$ cat src/rtl/alu_seq_pkg.sv
// Shared definitions for the ALU/UART sequencer and the ALU: state encodings,
// opcode constants, default widths and the opcode-valid check.
package alu_seq_pkg;

  localparam int unsigned NB_SEQ_DATA_DEF    = 8;
  localparam int unsigned NB_SEQ_OP_DEF      = 6;
  localparam int unsigned TIMEOUT_CYCLES_DEF = 1_000_000;

  localparam logic [NB_SEQ_OP_DEF-1:0] ALU_OP_ADD = 6'h20;
  localparam logic [NB_SEQ_OP_DEF-1:0] ALU_OP_SUB = 6'h22;
  localparam logic [NB_SEQ_OP_DEF-1:0] ALU_OP_AND = 6'h24;
  localparam logic [NB_SEQ_OP_DEF-1:0] ALU_OP_OR  = 6'h25;
  localparam logic [NB_SEQ_OP_DEF-1:0] ALU_OP_XOR = 6'h26;
  localparam logic [NB_SEQ_OP_DEF-1:0] ALU_OP_NOR = 6'h27;
  localparam logic [NB_SEQ_OP_DEF-1:0] ALU_OP_SRA = 6'h03;
  localparam logic [NB_SEQ_OP_DEF-1:0] ALU_OP_SRL = 6'h02;

  typedef enum logic [2:0] {
    ST_IDLE    = 3'd0,
    ST_WAIT_B  = 3'd1,
    ST_WAIT_OP = 3'd2,
    ST_EXEC    = 3'd3,
    ST_WAIT_TX = 3'd4,
    ST_SEND    = 3'd5
  } seq_state_e;

  function automatic logic op_valid(input logic [NB_SEQ_OP_DEF-1:0] op);
    case (op)
      ALU_OP_ADD, ALU_OP_SUB, ALU_OP_AND, ALU_OP_OR,
      ALU_OP_XOR, ALU_OP_NOR, ALU_OP_SRA, ALU_OP_SRL: return 1'b1;
      default:                                        return 1'b0;
    endcase
  endfunction

endpackage

$ cat src/rtl/alu_seq_timeout_counter.sv
// Inter-byte timeout counter: counts enabled cycles, clears on i_clear, and
// flags expiry when the count reaches TIMEOUT_CYCLES-1 (self-clearing).
module alu_seq_timeout_counter #(
  parameter int unsigned TIMEOUT_CYCLES = 16
) (
  input  logic i_clk,
  input  logic i_reset_n,
  input  logic i_clear,
  input  logic i_enable,
  output logic o_expire
);

  localparam int unsigned CW = (TIMEOUT_CYCLES > 1) ? $clog2(TIMEOUT_CYCLES) : 1;
  localparam logic [CW-1:0] LAST = CW'(TIMEOUT_CYCLES - 1);

  logic [CW-1:0] cnt_q, cnt_d;

  assign o_expire = i_enable && (cnt_q == LAST);

  always_comb begin
    cnt_d = cnt_q;
    if (i_clear || o_expire) begin
      cnt_d = '0;
    end else if (i_enable) begin
      cnt_d = cnt_q + 1'b1;
    end
  end

  always_ff @(posedge i_clk or negedge i_reset_n) begin
    if (!i_reset_n) cnt_q <= '0;
    else            cnt_q <= cnt_d;
  end

endmodule

$ cat src/rtl/alu_uart_sequencer.sv
// Sequences the ALU from a UART byte stream (A, B, opcode) and returns the
// result over UART TX. Optional inter-byte timeout under ALU_SEQ_TIMEOUT_EN.
//
// state   | meaning
// IDLE    | await operand A
// WAIT_B  | await operand B
// WAIT_OP | await opcode
// EXEC    | ALU evaluates registered inputs, result latched at closing edge
// WAIT_TX | hold result until UART TX is free
// SEND    | one-cycle tx start pulse
module alu_uart_sequencer
  import alu_seq_pkg::*;
#(
  parameter int unsigned NB_SEQ_DATA    = NB_SEQ_DATA_DEF,
  parameter int unsigned NB_SEQ_OP      = NB_SEQ_OP_DEF,
  parameter int unsigned TIMEOUT_CYCLES = TIMEOUT_CYCLES_DEF
) (
  input  logic                   i_clk,
  input  logic                   i_reset_n,
  input  logic [NB_SEQ_DATA-1:0] i_rx_data,
  input  logic                   i_rx_done,
  input  logic                   i_tx_busy,
  input  logic [NB_SEQ_DATA-1:0] i_alu_result,
  output logic [NB_SEQ_DATA-1:0] o_alu_data_A,
  output logic [NB_SEQ_DATA-1:0] o_alu_data_B,
  output logic [NB_SEQ_OP-1:0]   o_alu_op,
  output logic [NB_SEQ_DATA-1:0] o_tx_data,
  output logic                   o_tx_start,
  output logic                   o_busy,
  output logic                   o_op_err,
  output logic                   o_timeout
);

  seq_state_e state_q, state_d;
  logic [NB_SEQ_DATA-1:0] data_a_q, data_b_q, tx_data_q;
  logic [NB_SEQ_OP-1:0]   alu_op_q;
  logic                   timeout_q, timeout_d;
  logic                   tmo_expire;

`ifdef ALU_SEQ_TIMEOUT_EN
  logic tmo_en;
  assign tmo_en = (state_q == ST_WAIT_B) || (state_q == ST_WAIT_OP);

  alu_seq_timeout_counter #(
    .TIMEOUT_CYCLES(TIMEOUT_CYCLES)
  ) u_timeout (
    .i_clk    (i_clk),
    .i_reset_n(i_reset_n),
    .i_clear  (i_rx_done || !tmo_en),
    .i_enable (tmo_en),
    .o_expire (tmo_expire)
  );
`else
  // No counter: partial transactions wait forever.
  assign tmo_expire = 1'b0 & (TIMEOUT_CYCLES == 0);
`endif

  always_ff @(posedge i_clk or negedge i_reset_n) begin
    if (!i_reset_n) state_q <= ST_IDLE;
    else            state_q <= state_d;
  end

  // A received byte wins over a simultaneous timeout expiry.
  always_comb begin
    state_d   = state_q;
    timeout_d = 1'b0;
    case (state_q)
      ST_IDLE:    if (i_rx_done) state_d = ST_WAIT_B;
      ST_WAIT_B: begin
        if (i_rx_done) begin
          state_d = ST_WAIT_OP;
        end else if (tmo_expire) begin
          state_d   = ST_IDLE;
          timeout_d = 1'b1;
        end
      end
      ST_WAIT_OP: begin
        if (i_rx_done) begin
          state_d = ST_EXEC;
        end else if (tmo_expire) begin
          state_d   = ST_IDLE;
          timeout_d = 1'b1;
        end
      end
      ST_EXEC:    state_d = ST_WAIT_TX;
      ST_WAIT_TX: if (!i_tx_busy) state_d = ST_SEND;
      ST_SEND:    state_d = ST_IDLE;
      default:    state_d = ST_IDLE;
    endcase
  end

  always_ff @(posedge i_clk or negedge i_reset_n) begin
    if (!i_reset_n) begin
      data_a_q  <= '0;
      data_b_q  <= '0;
      alu_op_q  <= '0;
      tx_data_q <= '0;
      timeout_q <= 1'b0;
    end else begin
      timeout_q <= timeout_d;
      if (i_rx_done && state_q == ST_IDLE)    data_a_q <= i_rx_data;
      if (i_rx_done && state_q == ST_WAIT_B)  data_b_q <= i_rx_data;
      if (i_rx_done && state_q == ST_WAIT_OP) alu_op_q <= i_rx_data[NB_SEQ_OP-1:0];
      if (state_q == ST_EXEC)                 tx_data_q <= i_alu_result;
    end
  end

  always_comb begin
    o_tx_start = (state_q == ST_SEND);
    o_busy     = (state_q == ST_EXEC) || (state_q == ST_WAIT_TX) || (state_q == ST_SEND);
    o_op_err   = (state_q == ST_EXEC) && !op_valid(alu_op_q);
    o_timeout  = timeout_q;
  end

  assign o_alu_data_A = data_a_q;
  assign o_alu_data_B = data_b_q;
  assign o_alu_op     = alu_op_q;
  assign o_tx_data    = tx_data_q;

endmodule

$ cat config.mk
export PLATFORM = sky130hd
export DESIGN_NAME = alu_uart_sequencer
export DESIGN_NICKNAME = d
export VERILOG_FILES = /design/src/rtl/alu_seq_pkg.sv /design/src/rtl/alu_seq_timeout_counter.sv /design/src/rtl/alu_uart_sequencer.sv
export SDC_FILE = /design/constraint.sdc
export NUM_CORES = 1
export LEC_CHECK = 0
export CAP_MARGIN = 20
export CORE_AREA = 2 2 75 55
export DETAILED_ROUTE_END_ITERATION = 8
export DIE_AREA = 0 0 77 57
export GPL_TIMING_DRIVEN = 0
export HOLD_SLACK_MARGIN = 0.12
export MAX_ROUTING_LAYER = met4
export PLACE_DENSITY = 0.74
export RECOVER_POWER = 100
export SYNTH_ARGS = -nofsm -noshare
export SYNTH_HDL_FRONTEND = slang
export SYNTH_HIERARCHICAL = 1
export SYNTH_SLANG_ARGS = --single-unit
$ cat constraint.sdc
create_clock -name i_clk -period 1.45 [get_ports i_clk]
set_clock_uncertainty 0.15 [all_clocks]
set_input_delay 0.145 -clock i_clk [delete_from_list [all_inputs] [get_ports i_clk]]
set_output_delay 0.145 -clock i_clk [all_outputs]
set_load 0.02 [all_outputs]
Word-level counts from Yosys, hierarchy flattened
Index checks and enable logic that the tools add are counted.
- output and inout port bits: 34
- bits in registers: 33
- word-level logic and storage cells: 38
- bits of input ports: 20
- reductions and logical operators: 10
- mux-type cells: 6
- equality and inequality tests: 17
- operators by type and width (kind ; number):
    $eq A6 B6 Y1 const B ; 6
    $pmux W3 S5 ; 1
    $eq A6 B2 Y1 const B ; 2
    $mux W3 ; 4
    $ne A2 B2 Y1 const B ; 4
    $reduce_or A8 Y1 ; 1
    $eq A3 B2 Y1 const B ; 2
    $eq A3 B3 Y1 const B ; 2
    $logic_and A1 B1 Y1 ; 4
    $reduce_and A4 Y1 ; 1
    $eq A3 B1 Y1 const B ; 1
    $logic_not A3 Y1 ; 1
    $logic_or A1 B1 Y1 ; 2
    $logic_not A1 Y1 ; 1
    $mux W1 ; 1

Longest topological paths before layout
- depth in word-level cells: 5
- gate-level depth with buffers: 4
- depth with buffers taken out: 3

Least setup slack after synthesis
No wires, ideal clock.
- kind: flip-flop to flip-flop
- start: register state_q[0]
- end: register alu_op_q[0], in the netlist o_alu_op[0]
- period minus slack after synthesis: 1.507 ns
- data required time: 1.175 ns
- cell stages (with the launch flop): 4
- path buffers: 0
- path slack: -0.057 ns
- arrival: 1.232 ns
- path through: dfrtp_1 nand2b_4 nor3b_4 mux2_2
- longest elaborated chain between the ends: 2
- ends and longest elaborated chain (what ; line ; source):
    start: declaration ; alu_uart_sequencer.sv:34 ; seq_state_e state_q, state_d;
    start signal: assignment ; alu_uart_sequencer.sv:60 ; else state_q <= state_d;
    $eq A3 B2 Y1 ; alu_uart_sequencer.sv:103 ; if (i_rx_done && state_q == ST_WAIT_OP) alu_op_q <= i_rx_data[NB_SEQ_OP-1:0];
    $logic_and A1 B1 Y1 ; alu_uart_sequencer.sv:103 ;
    end signal: assignment ; alu_uart_sequencer.sv:103 ;
    end: declaration ; alu_uart_sequencer.sv:36 ; logic [NB_SEQ_OP-1:0] alu_op_q;
Every way passes these cells.
A chain may end at the register's enable or synchronous reset.

Worst setup path after layout
- start: register alu_op_q[2], in the netlist o_alu_op[2]
- end: output port o_op_err
- longest elaborated chain between the ends: 5
- elaborated cells on any way between the ends: 12
- those cells by class: 8 x eq/ne; 1 x mux; 3 x reduce/logical
- ends and longest elaborated chain (what ; line ; source):
    $eq A6 B6 Y1 or $eq A6 B2 Y1 (tied branches) ; alu_seq_pkg.sv:28 ; case (op)
    $reduce_or A8 Y1 (*) ; alu_seq_pkg.sv:28 ;
    $mux W1 (*) ; alu_seq_pkg.sv:28 ;
    $logic_not A1 Y1 (*) ; alu_uart_sequencer.sv:111 ; o_op_err = (state_q == ST_EXEC) && !op_valid(alu_op_q);
    $logic_and A1 B1 Y1 (*) ; alu_uart_sequencer.sv:111 ;
    end: declaration ; alu_uart_sequencer.sv:30 ; output logic o_op_err,
Mark *: on every way between the ends. The rest lies on a longest branch, timed or not.

==> metrics.md <==
| Metric | Value |
|---|---|
| Complex-gate fraction of the synthesized area | `0.0279` |
| Synth top area cells | `sky130_fd_sc_hd__dfrtp_1 61%, sky130_fd_sc_hd__mux2_2 25%, sky130_fd_sc_hd__buf_4 1.7%` |
| Register bit total from synthesis | `33` |
| Pin count of the biggest net entering global routing | `34` |
| Clock Pin Slew Worst Setup and Hold Paths | `0.07 ns` |
| Ys Warns | `6` |
| Area share of the largest cell type after synthesis | `0.614` |
| Post-Synth Simple-Gate Area | `0.0847` |
| Area of the mapped netlist | `0.00135 mm^2` |
| Layout cell share with drive strength beyond 1 | `0.407` |
| CP cell instances | `nand2b_4 -> a22o_1 -> a21oi_4 -> buf_6` |
| Number of nets produced by synthesis | `108` |
| Vias per cell | `4.61` |
| Final-report max-slew violation count | `0` |
| Total congestion overflow after global routing | `0` |
| Syn Inst Count | `88` |
| First-pass GRT wire length | `5.93 mm` |
| Detailed-route wire length | `3.52 mm` |
| Number of sinks driven by the clock tree | `33` |
| Arrival @ worst endpoint | `1.34 ns` |
| Die X | `77 um` |
| Final setup violating endpoints | `31` |
| Status | `finished, violations left` |
| Setup slack after placement | `-0.489 ns` |
| Inserted Diodes | `0` |
| Iteration count of the initial detailed-routing pass | `4` |
| Post-Synth Adder-Cell Area | `0` |
| Setup TNS Final | `-2.84 ns` |
| Total leakage power | `1.04 nW` |
| Synthesis-to-layout area growth | `67.3%` |
| Peak Freq | `611 MHz` |
| Total power | `5.27 mW` |
| Post-route ant nets | `0` |
| Number of buffers added by the clock tree synthesis step | `5` |
| Power per cell area | `2340 mW/mm^2` |
| Detailed Route Iter0 Violations | `50` |
| Core box area | `0.00376 mm^2` |
| Critical Path Source Type | `flop` |
| Placed Cells | `192` |
| Dominant combinational cell family by area after synthesis | `multiplexers` |
| Total GRT Usage | `0.187` |
| Residual DRC | `0` |
| Worst Max-Slew Pin Slew | `0.831 ns` |
| Critical path buffer and inverter count | `1` |
| Total number of vias | `987` |
| Later-pin clock latency in the skew report | `0.28 ns` |
| Number of port buffers | `52` |
| Die Area | `0.00439 mm^2` |
| Routed len/inst | `16.4 um` |
| Cell taking the most area after synthesis | `sky130_fd_sc_hd__dfrtp_1` |
| Violations in the final reports | `setup timing` |
| Hold/Removal Path Class | `in -> reg` |
| Part of the Yosys area used for sequential elements | `0.614` |
| CP max stage delay | `0.42 ns` |
| Synthesized-area fraction occupied by xor and xnor cells | `0` |
| Post-Layout Inst Area | `0.00225 mm^2` |
| DIE HEIGHT | `57 um` |
| Cell variety after synth | `18` |
| Site Rows | `19` |
| Proportion of synthesized area in mux cells | `0.251` |
| TritonCTS clock tree | `yes` |
| Final Critical Period | `1.64 ns` |
| Share of the cycle needed by the critical path after routing | `1.13` |
| Number of H-tree branching levels | `2` |
| Final nets | `181` |
| Vias in the first global route | `1112` |
| I/O pin total | `54` |
| Crit-path slowest cell | `sky130_fd_sc_hd__dfrtp_1` |
| Antenna violations before repair | `0` |
| Deepest clock path buffer count | `2` |
| Max_cap viols | `0` |
| Detail Placement HPWL | `2.22 mm` |
| Data required time of the critical path | `1.15 ns` |
| Mean Syn Cell Area | `15.3 um^2` |
| GPL Wtd Cong | `0.741` |
| Unrepaired setup endpoints after global routing | `true` |
| Worst-case setup margin in the final layout | `-0.188 ns` |
| Final non-filler cell total | `214` |
| Largest delay contributor family on the critical path | `flip-flops` |
| Buffer cell driving the clock tree root | `sky130_fd_sc_hd__clkbuf_8` |
| Max transition margin | `0.446` |
| Worst vdd ir | `0.00113 V` |
| Worst setup EP type | `output port` |
| Starting density of the core | `0.358` |
| Classification of the worst setup path | `reg -> out` |
| Post-detailed-placement cell area | `0.00194 mm^2` |
| Hold violation total from the final report | `0` |
| Biggest fanout along the worst timing path | `4` |
## final cells by class
cell class / count / area [um^2]
Clock buffer: 7 / 76.3
Sequential cell: 33 / 827
Fill cell: 324 / 1510
Inverter: 1 / 3.75
Timing Repair Buffer: 67 / 636
Clock inverter: 1 / 7.51
Buffer: 2 / 18.8
Multi-Input combinational cell: 51 / 617
Tap cell: 52 / 65.1
## worst reg2reg max path: stages (launching register included)
cell,delay [ns]
sky130_fd_sc_hd__dfrtp_1,0.40
sky130_fd_sc_hd__buf_6,0.14
sky130_fd_sc_hd__buf_6,0.11
sky130_fd_sc_hd__nor3_4,0.22
sky130_fd_sc_hd__buf_12,0.17
sky130_fd_sc_hd__mux2_4,0.31
## power breakdown
part | switching (mW) | total, mW | internal, mW
registers | 0.316 | 1.71 | 1.39
logic | 1.35 | 2.88 | 1.54
clock network | 0.332 | 0.671 | 0.339
## cell families (layout without fill, tap and decap cells)
group,count (synthesis),after routing
mux,30,30
simple gates,14,14
compound gates,6,6
buf+inv,4,78
flops,33,33
other cells,1,1
## worst paths after layout
kind                               from              end  slack, ns  cells after the start
setup / recovery            o_alu_op[2]         o_op_err      -0.19                      4
hold / removal                i_tx_busy       state_q[0]       0.31                      2
setup reg to reg             state_q[2]  o_alu_data_A[0]      -0.16                      5
hold reg to reg            o_tx_data[4]     o_tx_data[4]       0.35                      1
max in group asynchronous     i_reset_n       state_q[1]       0.23                      2
min in group asynchronous     i_reset_n  o_alu_data_B[5]       0.34                      2
## registers in the layout, indices dropped and copies added, names as in the netlist
signal	cells
o_alu_data_A	8
state_q	3
o_tx_data	8
o_alu_data_B	8
o_alu_op	6
## cell usage after synthesis
master                     count
sky130_fd_sc_hd__nand2b_1      2
sky130_fd_sc_hd__nor3_4        1
sky130_fd_sc_hd__nor3b_1       1
sky130_fd_sc_hd__o32ai_1       1
sky130_fd_sc_hd__conb_1        1
sky130_fd_sc_hd__nand2b_4      1
sky130_fd_sc_hd__inv_1         1
sky130_fd_sc_hd__nand2_1       2
sky130_fd_sc_hd__a22o_1        1
sky130_fd_sc_hd__nand3b_1      2
sky130_fd_sc_hd__mux2_2       30
sky130_fd_sc_hd__o21ai_0       1
sky130_fd_sc_hd__buf_4         3
sky130_fd_sc_hd__a21oi_1       3
sky130_fd_sc_hd__nor2_4        1
sky130_fd_sc_hd__nor3b_4       1
sky130_fd_sc_hd__dfrtp_1      33
sky130_fd_sc_hd__nor2_1        3
## metal layers
layer  vias up  GRT usage  part of all wire
li1        456          -                 -
met1       491      0.220              0.42
met2        31      0.307              0.51
met3         9     0.0585             0.043
met4         0     0.0714             0.024
met5         -          -                 0
## timing repair
action | 4_1_cts | 5_1_grt
hold endpoints to repair | 33 | 0
hold buffers | 1 | 0
endpoints found under the setup margin | 62 | 33
buffers inserted | 12 | 4
pin swaps | 5 | 5
gates resized for setup | 71 | 14
## stage by stage
step | util | hold slack (ns)
floorplan | - | -0.301
global placement | 0.517 | 0.338
detailed placement | 0.516 | 0.103
CTS | 0.588 | 0.304
global route | 0.599 | 0.310
finish | 0.599 | 0.310
## cell usage in the layout, fill, tap and decap left out, drive strengths merged, types with 2 or more instances in the layout
cell	n
dfrtp	33
mux2	30
dlygate4sd2	29
clkdlybuf4s50	18
buf	18
clkbuf	10
nor2	4
nand2b	3
a21oi	3
nand3b	2
nand2	2
nor3b	2
Note: power is estimated with default switching activity, not from simulation.
